--- src/rtl/regfile_pkg.sv ---
// Shared defaults and writeback source indices for the register-file
// writeback scheduler and its round-robin arbiter.
package regfile_pkg;

  localparam int DEF_WIDTH      = 32;
  localparam int DEF_DEPTH_LOG2 = 4;

  localparam int SRC_ALU = 0;
  localparam int SRC_LSU = 1;

endpackage

--- src/rtl/regfile_wb_sched_rr_arb2.sv ---
// Two-requester round-robin arbiter; owns the "last granted" pointer.
// r_last_lsu = 1 means wb1 (LSU) was granted last, so wb0 wins the next tie.
module rr_arb2
  import regfile_pkg::*;
(
  input  logic       clk,
  input  logic       rst_n,
  input  logic [1:0] i_req,
  input  logic       i_accept,
  output logic [1:0] o_grant
);

  logic r_last_lsu;

  always_comb begin
    o_grant = '0;
    case (i_req)
      2'b01:   o_grant[SRC_ALU] = 1'b1;
      2'b10:   o_grant[SRC_LSU] = 1'b1;
      2'b11: begin
        if (r_last_lsu) o_grant[SRC_ALU] = 1'b1;
        else            o_grant[SRC_LSU] = 1'b1;
      end
      default: o_grant = '0;
    endcase
  end

  always_ff @(posedge clk or negedge rst_n) begin
    if (!rst_n) begin
      r_last_lsu <= 1'b1;
    end else if (i_accept) begin
      r_last_lsu <= o_grant[SRC_LSU];
    end
  end

endmodule

--- src/rtl/regfile_wb_sched.sv ---
// Writeback scheduler: arbitrates ALU/LSU writebacks onto one registered
// register-file write port and tracks in-flight destinations for RAW hazards.
module regfile_wb_sched
  import regfile_pkg::*;
#(
  parameter int WIDTH      = DEF_WIDTH,
  parameter int DEPTH_LOG2 = DEF_DEPTH_LOG2
) (
  input  logic                  clk,
  input  logic                  rst_n,
  input  logic                  issue_valid,
  input  logic [DEPTH_LOG2-1:0] issue_rd,
  output logic                  issue_stall,
  input  logic [DEPTH_LOG2-1:0] rs1_addr,
  output logic                  rs1_busy,
  input  logic [DEPTH_LOG2-1:0] rs2_addr,
  output logic                  rs2_busy,
  input  logic                  wb0_valid,
  input  logic [DEPTH_LOG2-1:0] wb0_addr,
  input  logic [WIDTH-1:0]      wb0_data,
  output logic                  wb0_ready,
  input  logic                  wb1_valid,
  input  logic [DEPTH_LOG2-1:0] wb1_addr,
  input  logic [WIDTH-1:0]      wb1_data,
  output logic                  wb1_ready,
  output logic                  rd_write,
  output logic [DEPTH_LOG2-1:0] rd_addr,
  output logic [WIDTH-1:0]      rd_wdata,
  output logic                  idle
);

  localparam int DEPTH = 1 << DEPTH_LOG2;

  // Handshake: a writeback transfers on the rising edge where wbN_valid and
  // wbN_ready are both high; the source holds valid/addr/data until then.
  logic [1:0]            w_grant;
  logic                  w_xfer;
  logic [DEPTH_LOG2-1:0] w_addr;
  logic [WIDTH-1:0]      w_data;

  logic [DEPTH-1:0]      r_busy;
  logic [DEPTH-1:0]      w_set;
  logic [DEPTH-1:0]      w_clr;
  logic [DEPTH-1:0]      w_busy_nxt;

  logic                  r_rd_write;
  logic [DEPTH_LOG2-1:0] r_rd_addr;
  logic [WIDTH-1:0]      r_rd_wdata;

  rr_arb2 u_arb (
    .clk      (clk),
    .rst_n    (rst_n),
    .i_req    ({wb1_valid, wb0_valid}),
    .i_accept (w_xfer),
    .o_grant  (w_grant)
  );

  assign wb0_ready = w_grant[SRC_ALU];
  assign wb1_ready = w_grant[SRC_LSU];
  assign w_xfer    = |w_grant;
  assign w_addr    = w_grant[SRC_LSU] ? wb1_addr : wb0_addr;
  assign w_data    = w_grant[SRC_LSU] ? wb1_data : wb0_data;

  // x0 writes are accepted but never reach the register file.
  always_ff @(posedge clk or negedge rst_n) begin
    if (!rst_n) begin
      r_rd_write <= 1'b0;
      r_rd_addr  <= '0;
      r_rd_wdata <= '0;
    end else if (w_xfer) begin
      r_rd_write <= (w_addr != '0);
      r_rd_addr  <= w_addr;
      r_rd_wdata <= w_data;
    end else begin
      r_rd_write <= 1'b0;
    end
  end

  assign issue_stall = issue_valid & r_busy[issue_rd];
  assign rs1_busy    = r_busy[rs1_addr];
  assign rs2_busy    = r_busy[rs2_addr];

  // Set beats clear on the same entry; bit 0 is forced low.
  assign w_set      = (issue_valid && !issue_stall) ? (DEPTH'(1) << issue_rd) : '0;
  assign w_clr      = r_rd_write ? (DEPTH'(1) << r_rd_addr) : '0;
  assign w_busy_nxt = ((r_busy & ~w_clr) | w_set) & ~DEPTH'(1);

  always_ff @(posedge clk or negedge rst_n) begin
    if (!rst_n) begin
      r_busy <= '0;
    end else begin
      r_busy <= w_busy_nxt;
    end
  end

  assign rd_write = r_rd_write;
  assign rd_addr  = r_rd_addr;
  assign rd_wdata = r_rd_wdata;
  assign idle     = ~(|r_busy) & ~r_rd_write;

endmodule

--- config.mk ---
export PLATFORM = sky130hd
export DESIGN_NAME = regfile_wb_sched
export DESIGN_NICKNAME = d
export VERILOG_FILES = /design/src/rtl/regfile_pkg.sv /design/src/rtl/regfile_wb_sched_rr_arb2.sv /design/src/rtl/regfile_wb_sched.sv
export SDC_FILE = /design/constraint.sdc
export NUM_CORES = 1
export LEC_CHECK = 0
export ABC_CLOCK_PERIOD_IN_PS = 2400
export CORE_ASPECT_RATIO = 1.4
export CORE_UTILIZATION = 43
export CTS_CLUSTER_DIAMETER = 40
export DETAILED_ROUTE_END_ITERATION = 12
export GPL_TIMING_DRIVEN = 0
export PLACE_DENSITY = 0.91
export SLEW_MARGIN = 20
export SYNTH_ARGS = -nofsm -noshare
export SYNTH_HDL_FRONTEND = slang
export SYNTH_SLANG_ARGS = --single-unit
--- constraint.sdc ---
create_clock -name clk -period 2.4 [get_ports clk]
set_input_delay 0.48 -clock clk [delete_from_list [all_inputs] [get_ports clk]]
set_output_delay 0.48 -clock clk [all_outputs]
set_load 0.02 [all_outputs]
## Word level (Yosys, flattened, before mapping)

Cells that the tools add are included.

- Bits in registers: 53
- Input bits: 89
- Output and inout port bits: 43
- Word-level logic and storage cells: 40

- Magnitude comparators: 3
- Equality and inequality tests: 3
- Shifts and indexed selects: 2
- Multiplexer cells: 15
- Bitwise logic cells: 7
- Reductions and logical operators: 5

Operator list:

| cell | number |
|---|---|
| 2-to-1 mux 16 bit | 2 |
| 2-to-1 mux 32 bit | 1 |
| << shifter 1 x 4 -> 16 bit, first input constant | 2 |
| bitwise AND 16 bit | 1 |
| inverter 16 bit | 1 |
| OR 16 bit | 1 |
| less-than comparator 4 x 5 -> 1 bit, second input constant | 3 |
| OR reduction 15 bit | 1 |
| binary-select mux 1 bit (select 4 bit) | 3 |
| 2-to-1 mux 1 bit | 6 |
| == test 2 bit, second input constant | 2 |
| 2-to-1 mux 4 bit | 1 |
| case mux 1 bit (2 select lines) | 2 |
| nonzero test 4 bit | 1 |
| bitwise AND 1 bit | 2 |
| == test 2 x 1 -> 1 bit, second input constant | 1 |
| inverter 1 bit | 2 |
| OR reduction 2 bit | 1 |
| logical AND 1 bit | 1 |
| logical NOT 1 bit | 1 |

## Depth between registers and ports, before layout

Gate-level depths: netlist of run 1.

- Word-level depth: 7
- Mapped depth: 6
- Depth with buffers taken out: 3

## Hierarchy

A second synthesis of run 1 with hierarchy kept.

- Cells, all modules: 280
- Area, all modules: 2971.6 um2

By module, submodules not included:

| module | times used | cells each | area an instance (um2) | seq. area each (um2) |
|---|---|---|---|---|
| regfile_wb_sched | 1 | 275 | 2907.8 | 1301.2 |
| rr_arb2 | 1 | 5 | 63.8 | 26.3 |

## Worst setup path after synthesis of run 1

OpenSTA, ideal clock, no wires.

- Kind: input-to-output
- Start point: input issue_rd[1]
- End point: output issue_stall
- Arrival: 1.706 ns
- Data required time: 1.920 ns
- Slack: 0.214 ns
- Stages on the path: 4
- Path buffers: 1
- Path through: buf_6 -> mux2_4 -> mux4_2 -> a32o_1

- Longest elaborated chain between the ends: 3

Ends and longest elaborated chain:

| element | RTL line | RTL |
|---|---|---|
| start, declared | regfile_wb_sched.sv:12 | `input logic [DEPTH_LOG2-1:0] issue_rd,` |
| binary-select mux 1 bit (select 4 bit) | regfile_wb_sched.sv:79 | `assign issue_stall = issue_valid & r_busy[issue_rd];` |
| 2-to-1 mux 1 bit (implied by the code) | regfile_wb_sched.sv:79 |  |
| bitwise AND 1 bit | regfile_wb_sched.sv:79 |  |
| end, declared | regfile_wb_sched.sv:13 | `output logic issue_stall,` |

No other way between the ends. The select of a mux whose other input is x is not followed.

## Final worst setup path of run 1

- Start point: register r_busy[9]
- End point: output issue_stall

- Longest elaborated chain between the ends: 3

Ends and longest elaborated chain:

| element | RTL line | RTL |
|---|---|---|
| start, declared | regfile_wb_sched.sv:41 | `logic [DEPTH-1:0] r_busy;` |
| start signal, assigned | regfile_wb_sched.sv:92 | `r_busy <= w_busy_nxt;` |
| binary-select mux 1 bit (select 4 bit) | regfile_wb_sched.sv:79 |  |
| 2-to-1 mux 1 bit (implied by the code) | regfile_wb_sched.sv:79 |  |
| bitwise AND 1 bit | regfile_wb_sched.sv:79 |  |

No other way between the ends. The select of a mux whose other input is x is not followed.

==> metrics.log, run 1 <==
INFO  metric grt_pass1_vias = 3,399
INFO  metric critical_path.max_stage_delay = 0.51 ns
INFO  metric ratio_of_final_minimum_period_to_clock_period = 1.01
INFO  metric critical_path.reg2reg.startpoint = r_busy[9]$_DFF_PN0_
INFO  metric timing.critical_path.fanout_max = 5
INFO  metric synth.yosys.warnings = 0
INFO  metric yosys.area_share.xor_xnor = 0
INFO  metric holdBufCountCts = 0
INFO  metric wl_per_cell = 18.2 um
INFO  metric path_depth = 4
INFO  metric rsz0062_at_grt = true
INFO  metric worst_setup_path_startpoint = r_busy[9]$_DFF_PN0_
INFO  metric synth_ff_type = dfrtp_1
INFO  metric post_dr_vias_cell = approximately 6.0
INFO  metric clock_tree.htree_level_count = 2
INFO  metric synthCells = 320
INFO  metric clk_pin_slew = 0.10 ns
INFO  metric globalplace.congestion = 0.954
INFO  metric dieArea = 7780 um^2
INFO  metric worstPathArrival = slightly below 2 ns
INFO  metric coreArea = 7070 um^2
INFO  metric finalPower = 3.40 mW
INFO  metric terminus_of_the_critical_flop_to_flop_path = r_busy[10]$_DFF_PN0_
INFO  metric worst-endpoint-required = 1.92 ns
INFO  metric yosysSeqAreaShare = 0.416
INFO  metric synth.cell_area = 3190 um^2
INFO  metric cts_tree = built
INFO  metric syn_nets = 409
INFO  metric maxCapViolCount = 0
INFO  metric layout.nets = 545
INFO  metric drt_pass1_iterations = 5
INFO  metric clk-insertion-delay-late = ~0.31 ns
INFO  metric rows = 36
INFO  metric overall_overflow_remaining_after_global_route = 0
INFO  metric fin_worst_skew = 0.00795 ns
INFO  metric antenna_found_initial = 0
INFO  metric largest_family_of_logic_cells_by_synthesized_area = multiplexers
INFO  metric flip_flop_and_latch_count_after_synthesis = 53
INFO  metric whs = 0.205 ns
INFO  metric synthSimpleGateAreaFrac = 0.154
INFO  metric async_flop_share = 1.00
INFO  metric post_synth_mux_area_share = 0.223
INFO  metric power_switching_share = 0.359
INFO  metric grt_first_pass_wirelength = 16,400 um
INFO  metric final.setup.worst_slack = -0.0202 ns
INFO  metric num_io_pins = between 100 and 150
INFO  metric power_switching = approximately 1.2 mW
INFO  metric drt_iter0_drc = 202
INFO  metric placement.cell_area = around 4600 um^2
INFO  metric via_count = roughly 3,300
INFO  metric cts.root.buffer_cell = clkbuf_8
INFO  metric cp-end-kind = primary output
INFO  metric grt_max_degree = 54
INFO  metric worst_r2r_path_depth = 5
INFO  metric worst-slew-pin-transition = around 0.68 ns
INFO  metric clock_power_share = 0.177
INFO  metric worst-r2r-setup-slack = 0.51 ns
INFO  metric antenna_violating_nets_left = 0
INFO  metric starting_density_of_the_core = 0.451
INFO  metric share_seq_of_total_power = 0.412
INFO  metric critical_path.slowest_cell = mux4_2
INFO  metric violations = negative setup slack
INFO  metric totalWireLength = 10,000 um
INFO  metric outcome = finished with violations
INFO  metric timing.final.setup_violations = 1
INFO  metric fill_cells = 529
INFO  metric yosys.area_share.adder = 0
INFO  metric track_usage = 0.275
INFO  metric criticalPathCategory = register to primary output
INFO  metric chipWidth = 74.8 um
INFO  metric cts.sink_count = between 50 and 60
INFO  metric slew_headroom = 0.549
INFO  metric power_frac_comb = 0.411
INFO  metric flow.area_growth_from_synthesis = 48.2%
INFO  metric synth-edff-count = 0
INFO  metric min-delay-path-class = primary input to async pin
INFO  metric cts_max_path_buffers = 2
INFO  metric port_buffers = ~130
INFO  metric die_height = 104 um
INFO  metric utilization = 0.669
INFO  metric fmax = a little over 400 MHz
INFO  metric dpl_worst_slack = -0.935 ns
INFO  metric post-route-drc-count = 0
INFO  metric synth_compound_area_frac = 0.165
INFO  metric internal_power = between 2 and 2.5 mW
INFO  metric layout_min_cycle_time = 2.42 ns
INFO  metric timing.final.max_slew_violations = 0
INFO  metric vdd.ir_drop.worst = approximately 0.47 mV
INFO  metric timing.critical_path.cells = mux2_4, mux4_2, a32o_1, buf_6
INFO  metric dp_hpwl = between 7000 and 8000 um
INFO  metric worst_path_top_cell_family_by_delay = multiplexers
INFO  metric n_antenna_cell = 0
INFO  metric drive_gt1_frac = 0.164
INFO  metric cp.buffers_inverters = 1
INFO  metric hold_viol_final = 0
INFO  metric cts-buffers-inserted = 5
INFO  metric final_area = 4730 um^2
INFO  metric static-leakage-power = 1.87 nW
INFO  metric netlist-cell-type-count = 37
INFO  metric postSynthAreaPerCell = 9.97 um^2
INFO  metric crit_path_start_kind = register
INFO  metric power_density = 719 nW/um^2
-- synthesized netlist by cell type (4+ instances only) --
master / instances / area, um^2
a31oi_1: 4 / 25.0
inv_1: 6 / 22.5
clkbuf_1: 15 / 56.3
dfrtp_1: 52 / 1300
mux2i_1: 12 / 120
o41ai_1: 5 / 43.8
nand2b_1: 7 / 43.8
nor4_1: 6 / 37.5
nand2_1: 6 / 22.5
nor2_1: 37 / 139
nor3_1: 32 / 160
buf_1: 7 / 26.3
mux4_2: 7 / 158
o31ai_1: 7 / 52.6
mux2_2: 35 / 394
o21ai_0: 19 / 95.1
o22ai_1: 32 / 200
nand3_1: 6 / 30.0
-- layout by cell type (no fill, tap or decap), drive strengths merged, types with 2 or more instances in the layout --
cell type      netlist  routed
clkdlybuf4s50        0     119
dfrtp               52      52
nor2                37      37
mux2                36      36
nor3                32      32
o22ai               32      32
clkbuf              15      20
o21ai               19      19
buf                 11      18
mux2i               12      12
mux4                 8       8
o41ai                8       8
nand2b               7       7
o31ai                7       7
nand2                6       6
nand3                6       6
inv                  6       6
nor4                 6       6
a31oi                4       4
dlygate4sd2          0       3
nor2b                2       2
nand3b               2       2
-- cell type report --
class	instances	area, um^2	share of cell area
Clock inverter	2	35.0	0.00741
Inverter	6	22.5	0.00476
Tap cell	95	119	0.0251
Timing Repair Buffer	131	1290	0.272
Sequential cell	53	1330	0.281
Clock buffer	6	72.6	0.0153
Multi-Input combinational cell	235	1750	0.370
Buffer	24	116	0.0246
-- timing repair --
action | CTS | global route
setup endpoints to repair | 5 | 4
pin swaps | 0 | 1
resized for setup | 23 | 12
buffers inserted | 3 | 0
-- power by group through the flow --
| stage | clock network, mW | registers [mW] | logic [mW] |
|---|---|---|---|
| after floorplan | 0 | 1.41 | 0.711 |
| after global placement | 0 | 1.39 | 1.32 |
| after detailed placement | 0 | 1.40 | 1.36 |
| after CTS | 0.613 | 1.38 | 1.37 |
| after global routing | 0.650 | 1.42 | 1.51 |
| final | 0.601 | 1.40 | 1.40 |
-- layer usage --
layer | global-route usage | routed length [um] | vias up
met1 | 0.315 | 3520 | 1598
li1 | - | - | 1486
met5 | 0 | 0 | -
met3 | 0.0853 | 942 | 33
met4 | 0.127 | 401 | 0
met2 | 0.456 | 5170 | 195
-- flip-flops by register name, indices dropped and copies added (netlist names) --
name / count
rd_write: 1
r_busy: 15
rd_wdata: 32
rd_addr: 4
u_arb.r_last_lsu: 1
-- logic make-up after synthesis --
group / count (synthesis)
AOI/OAI and AO/OA: 77
DFF: 53
muxes: 56
buffers and inverters: 32
and+or+nand+nor: 102
-- how the worst max path moves through the flow --
stage             endpoint  slack, ns
6_report       issue_stall      -0.02
3_5_place_dp   issue_stall      -0.94
5_1_grt        issue_stall      -0.06
2_1_floorplan  issue_stall       0.21
4_1_cts        issue_stall      -0.08
3_3_place_gp   issue_stall      -0.95
-- per-stage QoR --
step,cells,TNS [ns]
after CTS,552,-0.0766
after global placement,543,-40.36
after detailed placement,543,-2.71
after floorplan,320,0
after global routing,552,-0.0607
final,552,-0.0202
-- worst register-to-register path, stage by stage, from the launching register on --
cell     delay (ns)
dfrtp_1        0.45
mux2_4         0.28
mux4_2         0.51
buf_4          0.16
buf_4          0.15
o41ai_2        0.22
No activity file was read; power rests on OpenSTA's default activity.
==> inputs of run 2 (changes only) <==
Settings changed: SKIP_CTS_REPAIR_TIMING set to 1.
==> metrics.log, run 2 (same netlist as run 1, synthesis figures left out) <==
INFO  metric layout_min_cycle_time = 2.47 ns (was 2.42 ns)
INFO  metric dieArea = 7780 um^2 (unchanged)
INFO  metric wl_per_cell = 18.1 um (was 18.2 um)
INFO  metric min-delay-path-class = primary input to async pin (unchanged)
INFO  metric outcome = finished with violations (unchanged)
INFO  metric dp_hpwl = 7570 um (unchanged)
INFO  metric critical_path.reg2reg.startpoint = u_arb.r_last_lsu$_DFFE_PN1P_ (was r_busy[9]$_DFF_PN0_)
INFO  metric crit_path_start_kind = primary input (was register)
INFO  metric worst-endpoint-required = 1.92 ns (about the same)
INFO  metric grt_first_pass_wirelength = 16,200 um (was 16,400 um)
INFO  metric fin_worst_skew = 0.00712 ns (was 0.00795 ns)
INFO  metric antenna_found_initial = 0 (unchanged)
INFO  metric number_of_instances_in_the_placed_design = 543 (unchanged)
INFO  metric cts_tree = built (unchanged)
INFO  metric post-route-drc-count = 0 (unchanged)
INFO  metric fmax = 404 MHz (was 413 MHz)
INFO  metric drive_gt1_frac = 0.166 (was 0.164)
INFO  metric rsz0062_at_grt = true (unchanged)
INFO  metric final.setup.worst_slack = -0.0748 ns (was -0.0202 ns)
INFO  metric ratio_of_final_minimum_period_to_clock_period = 1.03 (was 1.01)
INFO  metric hold_viol_final = 0 (unchanged)
INFO  metric overall_overflow_remaining_after_global_route = 0 (unchanged)
INFO  metric post_dr_vias_cell = 5.99 (was 6.00)
INFO  metric starting_density_of_the_core = 0.451 (unchanged)
INFO  metric vdd.ir_drop.worst = 0.480 mV (was 0.473 mV)
INFO  metric clk-insertion-delay-late = 0.31 ns (about the same)
INFO  metric track_usage = 0.271 (was 0.275)
INFO  metric whs = 0.208 ns (was 0.205 ns)
INFO  metric cp-end-kind = primary output (unchanged)
INFO  metric cts.root.buffer_cell = clkbuf_8 (unchanged)
INFO  metric fin_cells = 552 (unchanged)
INFO  metric num_io_pins = 132 (unchanged)
INFO  metric timing.critical_path.fanout_max = 10 (was 5)
INFO  metric worst_r2r_path_depth = 5 (unchanged)
INFO  metric slew_headroom = 0.549 (about the same)
INFO  metric worst-slew-pin-transition = 0.676 ns (about the same)
INFO  metric cts.sink_count = 53 (unchanged)
INFO  metric final_area = 4730 um^2 (about the same)
INFO  metric cts_max_path_buffers = 2 (unchanged)
INFO  metric violations = negative setup slack (unchanged)
INFO  metric port_buffers = 128 (unchanged)
INFO  metric drt_iter0_drc = 203 (was 202)
INFO  metric worstPathArrival = 1.99 ns (was 1.94 ns)
INFO  metric n_antenna_cell = 0 (unchanged)
INFO  metric layout.nets = 545 (unchanged)
INFO  metric max_reg_flops = 32 (unchanged)
INFO  metric cts-buffers-inserted = 5 (unchanged)
INFO  metric flow.area_growth_from_synthesis = 48.1% (was 48.2%)
INFO  metric via_count = 3,307 (was 3,312)
INFO  metric maxCapViolCount = 0 (unchanged)
INFO  metric antenna_violating_nets_left = 0 (unchanged)
INFO  metric power_density = 719 nW/um^2 (about the same)
INFO  metric clock_tree.htree_level_count = 2 (unchanged)
INFO  metric globalplace.congestion = 0.954 (unchanged)
INFO  metric rows = 36 (unchanged)
INFO  metric drt_pass1_iterations = 4 (was 5)
INFO  metric clk_pin_slew = 0.09 ns (was 0.10 ns)
INFO  metric totalWireLength = 10,000 um (about the same)
INFO  metric terminus_of_the_critical_flop_to_flop_path = rd_wdata[14]$_DFFE_PN0P_ (was r_busy[10]$_DFF_PN0_)
INFO  metric die_height = 104 um (unchanged)
INFO  metric timing.final.setup_violations = 1 (unchanged)
INFO  metric chipWidth = 74.8 um (unchanged)
INFO  metric worst-r2r-setup-slack = 0.61 ns (was 0.51 ns)
INFO  metric grt_pass1_vias = 3,357 (was 3,399)
INFO  metric finalPower = 3.40 mW (about the same)
INFO  metric coreArea = 7070 um^2 (unchanged)
INFO  metric most_frequent_standard_cell_in_the_layout_excluding_fill_and_tap_cells = clkdlybuf4s50_1 (unchanged)
INFO  metric placement.cell_area = 4590 um^2 (unchanged)
INFO  metric most_used_cells_in_the_layout_excluding_fill_and_tap_cells = 119 x clkdlybuf4s50_1, 50 x dfrtp_1, 37 x nor2_1 (was 119 x clkdlybuf4s50_1, 52 x dfrtp_1, 37 x nor2_1)
INFO  metric dpl_worst_slack = -0.935 ns (unchanged)
INFO  metric criticalPathCategory = primary input to primary output (was register to primary output)
INFO  metric static-leakage-power = 1.89 nW (was 1.87 nW)
INFO  metric grt_max_degree = 54 (unchanged)
INFO  metric timing.final.max_slew_violations = 0 (unchanged)
run 2: changes by cell type in the layout (fill, tap and decap cells not counted), moves of 2 or more:
cell	previous run	this run
dlygate4sd2_1	3	0
dlymetal6s2s_1	1	4
clkbuf_2	3	5
dfrtp_1	52	50
dfrtp_2	0	2
run 2: worst max path at each step:
stage | from | end | slack, ns | cells after the start
floorplan | issue_rd[1] | issue_stall | 0.21 | 4
global placement | issue_rd[1] | issue_stall | -0.95 | 6
detailed placement | issue_rd[1] | issue_stall | -0.94 | 6
CTS | issue_rd[1] | issue_stall | -0.95 | 6
global route | r_busy[12]$_DFF_PN0_ | issue_stall | -0.10 | 4
finish | issue_rd[1] | issue_stall | -0.07 | 6
run 2: critical path, stage by stage:
cell and delay [ns]:
buf_2 0.14, buf_8 0.15, mux2_4 0.29, mux4_2 0.54, a32o_1 0.23, buf_2 0.16
run 2: report_power, final:
group          leakage, nW  switching, mW  internal [mW]  total, mW
clock network       0.0552          0.295          0.310      0.605
registers            0.615          0.289           1.11       1.40
logic                 1.22          0.637          0.756       1.39
total                 1.89           1.22           2.18       3.40
run 2: stage by stage:
stage / TNS, ns / util
after floorplan: 0 / -
after global routing: -0.103 / 0.668
after global placement: -40.36 / 0.649
after detailed placement: -2.71 / 0.649
after CTS: -2.64 / 0.664
final: -0.0748 / 0.668
run 2: cell type report:
type / instances / area [um^2]
buffer: 24 / 118
tap: 95 / 119
timing repair buffer: 131 / 1290
clock buffer: 6 / 72.6
sequential: 53 / 1330
multi-input combinational: 235 / 1740
fill: 521 / 2340
inverter: 6 / 22.5
clock inverter: 2 / 35.0
run 2: routing by layer:
layer	track usage	wire length, um
met1	0.311	3590
met2	0.445	5020
met3	0.0862	972
met4	0.128	431
met5	0	0
